File: src/rtl/rf_half_writeback.sv
// Write-side sequencer for the half-width register file: buffers up to two 32-bit
// writeback results and retires each as a low-then-high pair of 16-bit half writes.
module rf_half_writeback #(
  parameter int unsigned DEPTH = 2
) (
  input  logic        clk,
  input  logic        reset,
  input  logic        wb_valid,
  output logic        wb_ready,
  input  logic [4:0]  wb_rd,
  input  logic [31:0] wb_result,
  output logic        rw_clken,
  output logic        rw_half,
  output logic [4:0]  rw_rd,
  output logic [15:0] rw_result,
  input  logic [4:0]  de_rs,
  output logic        hz_stall,
  output logic        idle
);

  logic [1:0]  count_q, count_d;
  logic        ph_q, ph_d;
  logic        hd_q, hd_d;
  logic [4:0]  rd_mem  [2];
  logic [31:0] res_mem [2];

  logic busy, push, pop, wr_idx;
  logic head_hit, tail_hit, wb_hit;

  assign busy     = (count_q != 2'd0);
  assign wb_ready = (count_q != 2'(DEPTH));
  assign idle     = ~busy;
  // x0 results are accepted on the handshake but never stored.
  assign push     = wb_valid & wb_ready & (wb_rd != 5'd0);
  assign pop      = busy & ph_q;
  // With two slots the free slot is the head when empty, the other one otherwise.
  assign wr_idx   = hd_q ^ count_q[0];

  always_comb begin
    count_d = count_q;
    if (push && !pop) begin
      count_d = count_q + 2'd1;
    end else if (pop && !push) begin
      count_d = count_q - 2'd1;
    end
    ph_d = busy ? ~ph_q : 1'b0;
    hd_d = pop ? ~hd_q : hd_q;
  end

  always_ff @(posedge clk or negedge reset) begin
    if (!reset) begin
      count_q <= 2'd0;
      ph_q    <= 1'b0;
      hd_q    <= 1'b0;
    end else begin
      count_q <= count_d;
      ph_q    <= ph_d;
      hd_q    <= hd_d;
    end
  end

  always_ff @(posedge clk) begin
    if (push) begin
      rd_mem[wr_idx]  <= wb_rd;
      res_mem[wr_idx] <= wb_result;
    end
  end

  always_comb begin
    rw_clken  = 1'b0;
    rw_half   = 1'b0;
    rw_rd     = 5'd0;
    rw_result = 16'd0;
    if (busy) begin
      rw_clken  = 1'b1;
      rw_half   = ph_q;
      rw_rd     = rd_mem[hd_q];
      rw_result = ph_q ? res_mem[hd_q][31:16] : res_mem[hd_q][15:0];
    end
  end

  // The head keeps matching until its high half has been written.
  assign head_hit = busy && (rd_mem[hd_q] == de_rs);
  assign tail_hit = (count_q == 2'd2) && (rd_mem[~hd_q] == de_rs);
  assign wb_hit   = wb_valid && wb_ready && (wb_rd == de_rs);
  assign hz_stall = (de_rs != 5'd0) && (head_hit || tail_hit || wb_hit);

endmodule
File: config.mk
export PLATFORM = sky130hd
export DESIGN_NAME = rf_half_writeback
export DESIGN_NICKNAME = d
export VERILOG_FILES = /design/src/rtl/rf_half_writeback.sv
export SDC_FILE = /design/constraint.sdc
export NUM_CORES = 1
export LEC_CHECK = 0
export ABC_AREA = 0
export CAP_MARGIN = 10
export CORE_MARGIN = 5
export CORE_UTILIZATION = 40
export CTS_CLUSTER_DIAMETER = 40
export CTS_CLUSTER_SIZE = 16
export DETAILED_ROUTE_END_ITERATION = 7
export MAX_ROUTING_LAYER = met4
export PLACE_DENSITY_LB_ADDON = 0.15
export SLEW_MARGIN = 5
export SYNTH_ARGS = -nofsm -noshare
export SYNTH_HDL_FRONTEND = slang
export SYNTH_SLANG_ARGS = --single-unit
File: constraint.sdc
create_clock -name clk -period 3.55 [get_ports clk]
set_input_delay 0.71 -clock clk [delete_from_list [all_inputs] [get_ports clk]]
set_output_delay 0.71 -clock clk [all_outputs]
set_load 0.01 [all_outputs]
### Word-level counts from Yosys, hierarchy flattened

Memories as Yosys holds them, arrays and structs flattened.
Index checks and enable logic that the tools add are counted.
W data, S select, Z words.

| operators by class | value |
|---|---|
| $add $sub $neg | 2 |
| equality and inequality tests | 5 |
| multiplexer cells | 10 |
| bitwise gates (word level) | 7 |
| reductions and logical operators | 15 |

Operator list:

| cell | count |
|---|---|
| $mux W16 | 2 |
| $eq A5 B5 Y1 | 3 |
| $reduce_bool A5 Y1 | 2 |
| $logic_and A1 B1 Y1 | 7 |
| $mux W1 | 5 |
| $mux W5 | 1 |
| $mux W2 | 2 |
| $reduce_bool A2 Y1 | 2 |
| $and A1 B1 Y1 | 3 |
| $not A1 Y1 | 3 |
| $add A2 B1 Y2 const B | 1 |
| $eq A2 B2 Y1 const B | 1 |
| $logic_not A1 Y1 | 2 |
| $logic_or A1 B1 Y1 | 2 |
| $ne A2 B2 Y1 const B | 1 |
| $sub A2 B1 Y2 const B | 1 |
| $xor A1 B1 Y1 | 1 |

| word-level totals | value |
|---|---|
| register bits | 4 |
| RAM bits | 74 |
| input bits | 45 |
| output and inout bits | 26 |
| logic and storage cells | 44 |
| memories | 2 |

Memory list:

| name | depth | width | read ports | clocked after Yosys merged registers in | write ports | line | RTL |
|---|---|---|---|---|---|---|---|
| res_mem | 2 | 32 | 1 | 0 | 1 | 25 | `logic [31:0] res_mem [2];` |
| rd_mem | 2 | 5 | 2 | 0 | 1 | 24 | `logic [4:0] rd_mem [2];` |

### Longest topological paths before layout

Gate-level depths: netlist (run 1).

| logic depth | value |
|---|---|
| word-level depth | 7 |
| mapped depth | 7 |
| gate-level depth less buffers | 7 |

### Worst setup path before layout (run 1)

No wires, ideal clock.

| path | value |
|---|---|
| kind | register to register |
| start | register count_q[0] |
| end | memory rd_mem[1][0] (enable) |
| setup time | 0.435 ns |
| data arrival time | 2.593 ns |
| data required time | 3.115 ns |
| setup slack | 0.522 ns |
| cell stages (with the launch flop) | 4 |
| path buffers | 0 |
| clock period less this slack | 3.028 ns |
| cells stage by stage | dfrtp_1 > nand2b_1 > o211ai_1 > nor2b_1 |

| between the ends | value |
|---|---|
| cells in the longest elaborated chain, start to end | 5 |
| elaborated cells on any way between the ends | 6 |
| those cells by class | eq/ne (1); mux (2); bitwise (3) |

Ends and longest elaborated chain:

| item | line | RTL |
|---|---|---|
| from (decl) | 21 | `logic [1:0] count_q, count_d;` |
| from (signal assigned) | 56 | `count_q <= count_d;` |
| $ne A2 B2 Y1 | 31 | `assign wb_ready = (count_q != 2'(DEPTH));` |
| via wb_ready | 9 | `output logic wb_ready,` |
| $and A1 B1 Y1 (2 in series) | 34 | `assign push = wb_valid & wb_ready & (wb_rd != 5'd0);` |
| $mux W1 | 63 | `if (push) begin` |
| $mux W1 (implied by the code) | 64 | `rd_mem[wr_idx] <= wb_rd;` |
| to (decl) | 24 |  |

The timed path passes the listed nets, and every way through them passes these cells.

### Worst setup path after layout (run 1)

| path | value |
|---|---|
| start | input port de_rs[0] |
| end | output port hz_stall |

| between the ends | value |
|---|---|
| cells in the longest elaborated chain, start to end | 5 |
| elaborated cells on any way between the ends | 10 |
| those cells by class | eq/ne (3); reduce/logical (7) |

Ends and longest elaborated chain:

| item | line | RTL |
|---|---|---|
| from (decl) | 16 | `input logic [4:0] de_rs,` |
| $eq A5 B5 Y1, on equally long branches | 83, 84 |  |
| $logic_and A1 B1 Y1, on equally long branches | 83, 84 |  |
| $logic_or A1 B1 Y1 (2 in series) | 86 | `assign hz_stall = (de_rs != 5'd0) && (head_hit \|\| tail_hit \|\| wb_hit);` |
| $logic_and A1 B1 Y1 * | 86 |  |
| to (decl) | 17 | `output logic hz_stall,` |

Mark *: on every way between the ends. The rest lies on a longest branch, timed or not.

==> results of run 1 <==
how the worst min path moves through the flow:
stage / endpoint / from / slack (ps) / cells past startpoint
after floorplan: count_q[0]$_DFFE_PN0P_ / reset / 410 / 0
after global placement: count_q[1]$_DFFE_PN0P_ / count_q[1]$_DFFE_PN0P_ / 620 / 1
after detailed placement: count_q[1]$_DFFE_PN0P_ / count_q[1]$_DFFE_PN0P_ / 620 / 1
after CTS: count_q[0]$_DFFE_PN0P_ / reset / 570 / 1
after global routing: ph_q$_DFF_PN0_ / reset / 580 / 1
final: count_q[0]$_DFFE_PN0P_ / reset / 570 / 1
cell type report:
| cell class | count | area (sq um) |
|---|---|---|
| Fill cell | 680 | 3800 |
| Inverter | 3 | 11.3 |
| Sequential cell | 78 | 2320 |
| Clock inverter | 7 | 41.3 |
| Timing Repair Buffer | 79 | 781 |
| Tap cell | 105 | 131 |
| Multi-Input combinational cell | 87 | 920 |
| Clock buffer | 9 | 124 |
placed cells by master, fill, tap and decap left out, drive strengths merged, types with 3 or more instances in the layout:
cell / synthesis / layout
buf: 6 / 9
nor2: 10 / 10
clkdlybuf4s50: 0 / 70
edfxtp: 74 / 74
inv: 3 / 3
xor2: 8 / 8
clkbuf: 1 / 9
xnor2: 12 / 12
mux2i: 10 / 10
dfrtp: 4 / 4
nor2b: 17 / 17
clkinv: 0 / 5
mux4: 16 / 16
worst register-to-register path: stages (launching register included):
cell,delay (ps)
dfrtp_1,540
nand2b_1,290
o211ai_1,290
nor2_4,450
buf_12,260
cell families (layout without fill, tap and decap cells):
group | Yosys count | in the layout | synth area share [%]
AOI/OAI and AO/OA | 3 | 3 | 0.645
and+or+nand+nor | 37 | 37 | 6.90
adders and majority gates | 1 | 1 | 0.379
xor gates and xnor gates | 20 | 20 | 5.31
muxes | 26 | 26 | 14.2
buffers and inverters | 10 | 98 | 2.16
DFF | 78 | 78 | 70.4
sequential cells by signal (all words and copies together), names as in the netlist:
| register | count |
|---|---|
| res_mem | 64 |
| rd_mem | 10 |
| count_q | 2 |
| hd_q | 1 |
| ph_q | 1 |
per-stage QoR:
step	cell area (sq um)	util [%]	power, mW	instances
floorplan	3300	-	2.51	175
global placement	4170	51.2	3.24	352
detailed placement	4170	51.2	3.25	352
CTS	4330	53.3	3.82	368
global route	4330	53.3	3.99	368
finish	4330	53.3	3.74	368
metal layers:
metal | vias up | part of all wire (%) | wire length [um] | GRT usage (%)
li1 | 842 | - | - | -
met1 | 895 | 43 | 2690 | 17.1
met2 | 50 | 52 | 3240 | 22.7
met3 | 8 | 4.3 | 271 | 2.98
met4 | 0 | 1.1 | 72 | 4.97
met5 | - | 0 | 0 | -
power by group through the flow:
stage	Combinational, mW	Clock, mW	Sequential [mW]
final	1.67	0.557	1.51
after global routing	1.82	0.622	1.55
after CTS	1.72	0.580	1.52
after detailed placement	1.71	0	1.54
after global placement	1.71	0	1.52
after floorplan	1.03	0	1.48
==> impl_metrics.ini, run 1 <==
[placement]
post-dp-hpwl_um = 4220
pre_cts_ws_ps = 247
portBuffers = 70
place_congestion = 0.832

[synth]
synthFlopType = edfxtp_1
synthArstFlopShare_pct = 5.13
yosysWarnings = 0
synth_top_area_cell = edfxtp_1
ys_types = 29
synth-seq-area-share_pct = 70.4
synth_top_area_share_pct = 67.4
synth_edf_count = 74
yosys-top-cells-area = edfxtp_1 67%, mux4_2 11%, nor2b_1 3.2%
syn_inst = 175
yosysMostFrequentCell = edfxtp_1
synth_area_sq_mm = 0.00330
synth_seq_cells = 78
avgSynthCellArea_sq_um = 18.8
yosys-top-cells-count = 74 x edfxtp_1, 17 x nor2b_1, 16 x mux4_2
syn_nets = 221

[timing]
finalSetupViolations = 0
hold_slack_ps = 574
fmax_mhz = 302
relSlewSlack_pct = 62.6
skew_ps = 4.97
grt_setup_unrepaired = false
setup_tns_ps = 0
timing.final.crit_period_ps = 3310
hold_viol_final = 0
drv_slew = 0
finalWorstSetupSlack_ps = 244
timing.final.crit_share_pct = 93.1
worst_pin_slew_ps = 558

[setup_path]
ff2ff_setup_slack_ps = 1410
cp_common_cell = clkdlybuf4s50_1
crit_type = in2out
regToRegStartpoint = count_q[0]$_DFFE_PN0P_
endpoint = hz_stall
path_buf_inv = 2
crit_family = buffers and inverters
critical_path.cell_chain = clkdlybuf4s50_1, or4_1, nor2_2, nor3_1, a21oi_1, o41ai_1, clkdlybuf4s50_1
worstPathRequired_ps = 2840
slowest_delay_ps = 540
crit_cells = 7
end_kind = primary output
rr_endpoint = res_mem[0][19]$_DFFE_PP_
rr_worst_depth = 4
crit_start = de_rs[0]
arrival_ps = 2600
crit_fanout = 3
slowest_stage = or4_1
cp-start-kind = input pin

[power_and_ir_drop]
pwr-share-comb_pct = 44.7
peakVddDrop_mv = 0.364
clkPwrFrac_pct = 14.9
intPower_mw = 2.54
p_leak_nw = 1.47
switchingPower_mw = 1.21
power_density_mw_per_mm2 = 864
switching_share_pct = 32.2
power_frac_seq_pct = 40.4

[grt]
grt_pass1_wl_um = 10200
grt_usage_pct = 13.9
grt_pass1_vias = 2027
grt_max_degree = 27
overflow = 0
antenna_found_initial = 0

[clock_network]
path_clk_slew_ps = 80
cts_sinks = 78
hold_buffers = 0
ctsResizeCount = 0
cts_made_buffers = 9
cts_buffer_depth = 2
cts_setup_buffers = 0
htreeDepth = 3
clk_latency_ps = 330
tritoncts = built
cts_root_buf = clkbuf_8

[route]
wirelength_um = 6270
wl_per_cell_um = 17.0
viasPerCell = 4.88
drt_iter0_drc = 44
drtPass1Iterations = 4
antenna_left = 0
vias = 1795
post-route-drc-count = 0

[floorplanning]
die_y_um = 101
die_w_um = 101
row_count = 33
ios = 71
core_area_sq_mm = 0.00813
initial_utilization_pct = 40.5
dieArea_sq_mm = 0.0102

[run]
cap_violations = 0

[cells_and_area]
final_nets = 304
synthToLayoutAreaGrowth_pct = 31.3
drive_gt1_share_pct = 18.3
antenna_cells = 0

[outcome]
status = finished, final reports clean

[min_path]
hp-class = in2async
Note: power is estimated with default switching activity, not from simulation.
==> inputs of run 2 (changes only) <==
CTS_BUF_LIST = sky130_fd_sc_hd__clkbuf_8   (was unset)
GPL_TIMING_DRIVEN = 0   (was unset)
==> run 2 against run 1 <==
Via count down 1.5%. Clock-buffer cell count stayed put. Core utilization is 1.3 points higher. Non-clock buffer count unchanged. First-iteration DRC count increased by 61%. Fmax is 3.2% lower. Worst hold slack lost 8.0 ps. Register-to-register slack got worse by 50 ps. Highest routed layer unchanged. Combinational power is 7% higher. Final area grew 2.4%. Largest power group unchanged. Clock power rose by 40%. Cell count did not move.
==> impl_metrics.ini, run 2 (synthesized netlist as in run 1, its figures left out) <==
[power_and_ir_drop]
switchingPower_mw = 1.22
p_total_mw = 4.03
power_frac_seq_pct = 36.3
intPower_mw = 2.81
p_leak_nw = 1.52
pwr-share-comb_pct = 44.4
peakVddDrop_mv = 0.446
power_density_mw_per_mm2 = 909
switching_share_pct = 30.3
clkPwrFrac_pct = 19.3

[floorplanning]
core_area_sq_mm = 0.00813
initial_utilization_pct = 40.5
die_y_um = 101
ios = 71
row_count = 33
die_w_um = 101
dieArea_sq_mm = 0.0102

[cells_and_area]
final_common_cell = edfxtp_1
largest_reg_flops = 64
final_nets = 304
regMostFlops = res_mem
largestRegisters = res_mem (64), rd_mem (10), count_q (2)
drive_gt1_share_pct = 17.5
final_cell_mix = 74 x edfxtp_1, 70 x clkdlybuf4s50_1, 16 x mux4_2, 16 x nor2b_1, 12 x xnor2_1
antenna_cells = 0
synthToLayoutAreaGrowth_pct = 34.5

[placement]
portBuffers = 70
place_congestion = 0.782
post-dp-hpwl_um = 4370

[setup_path]
rr_endpoint = res_mem[1][9]$_DFFE_PP_
cp_common_cell = clkdlybuf4s50_1
worstPathRequired_ps = 2840
critical_path.cell_chain = clkdlybuf4s50_1, or4_1, nor2_2, nor3_1, a21oi_1, o41ai_1, clkdlybuf4s50_1
crit_fanout = 4
crit_type = in2out
slowest_stage = or4_1
crit_family = buffers and inverters
crit_cells = 7
slowest_delay_ps = 570
end_kind = primary output
regToRegStartpoint = count_q[0]$_DFFE_PN0P_
arrival_ps = 2710
endpoint = hz_stall
ff2ff_setup_slack_ps = 1360
cp-start-kind = input pin
crit_start = de_rs[0]
rr_worst_depth = 4
path_buf_inv = 2

[clock_network]
tritoncts = built
cts_sinks = 78
clk_latency_ps = 340
cts_made_buffers = 9
ctsResizeCount = 0
htreeDepth = 3
cts_setup_buffers = 0
path_clk_slew_ps = 80
hold_buffers = 0
cts_root_buf = clkbuf_8
cts_buffer_depth = 2

[timing]
hold_slack_ps = 567
timing.final.crit_period_ps = 3420
finalSetupViolations = 0
drv_slew = 0
relSlewSlack_pct = 60.4
fmax_mhz = 293
timing.final.crit_share_pct = 96.2
hold_viol_final = 0
worst_pin_slew_ps = 593
skew_ps = 7.56
grt_setup_unrepaired = false

[route]
drt_iter0_drc = 71
wirelength_um = 6210
vias = 1768
antenna_left = 0
wl_per_cell_um = 16.9
drtPass1Iterations = 4
viasPerCell = 4.80
post-route-drc-count = 0

[run]
cap_violations = 0

[grt]
grt_usage_pct = 13.4
grt_max_degree = 23
antenna_found_initial = 0
overflow = 0
grt_pass1_wl_um = 9780
grt_pass1_vias = 1978

[outcome]
status = finished, final reports clean

[min_path]
hp-class = in2async
run 2: power by group through the flow:
stage / registers (mW) / clock network [mW] / logic, mW
after floorplan: 1.48 / 0 / 1.03
after global placement: 1.51 / 0 / 1.74
after detailed placement: 1.49 / 0 / 1.84
after CTS: 1.47 / 0.800 / 1.84
after global routing: 1.49 / 0.835 / 1.94
final: 1.46 / 0.780 / 1.79
run 2: cell type report:
class	instances	area (sq um)
Tap cell	105	131
Buffer	7	60.1
Multi-Input combinational cell	87	920
Fill cell	670	3700
Clock inverter	7	113
Inverter	3	11.3
Clock buffer	9	124
Sequential cell	78	2320
Timing Repair Buffer	72	756
run 2: worst min path at each step:
| stage | start | end | slack (ps) |
|---|---|---|---|
| after floorplan | reset | count_q[0]$_DFFE_PN0P_ | 410 |
| after global placement | count_q[1]$_DFFE_PN0P_ | count_q[1]$_DFFE_PN0P_ | 620 |
| after detailed placement | count_q[1]$_DFFE_PN0P_ | count_q[1]$_DFFE_PN0P_ | 620 |
| after CTS | reset | count_q[1]$_DFFE_PN0P_ | 550 |
| after global routing | reset | count_q[1]$_DFFE_PN0P_ | 560 |
| final | reset | count_q[0]$_DFFE_PN0P_ | 570 |
run 2: per-layer routing:
metal,vias up,wire [um],global-route usage [%]
met5,-,0,-
li1,850,-,-
met3,5,242,2.63
met1,868,2660,16.2
met4,0,56,6.22
met2,45,3250,21.7
run 2: worst reg2reg max path, cell delays in order (launching register included):
cell and delay, ps:
dfrtp_1 530, nand2b_1 270, o211ai_1 280, nor2b_4 560
buf_16 240
run 2: stage by stage:
step	instances	worst slack, ps	instance area, sq um	setup TNS (ps)	utilization (%)
4_1_cts	368	135	4440	0	54.5
3_3_place_gp	350	-1110	4130	-78600	50.8
5_1_grt	368	10.7	4440	0	54.5
3_5_place_dp	352	132	4200	0	51.6
2_1_floorplan	175	522	3300	0	-
6_report	368	134	4440	0	54.5
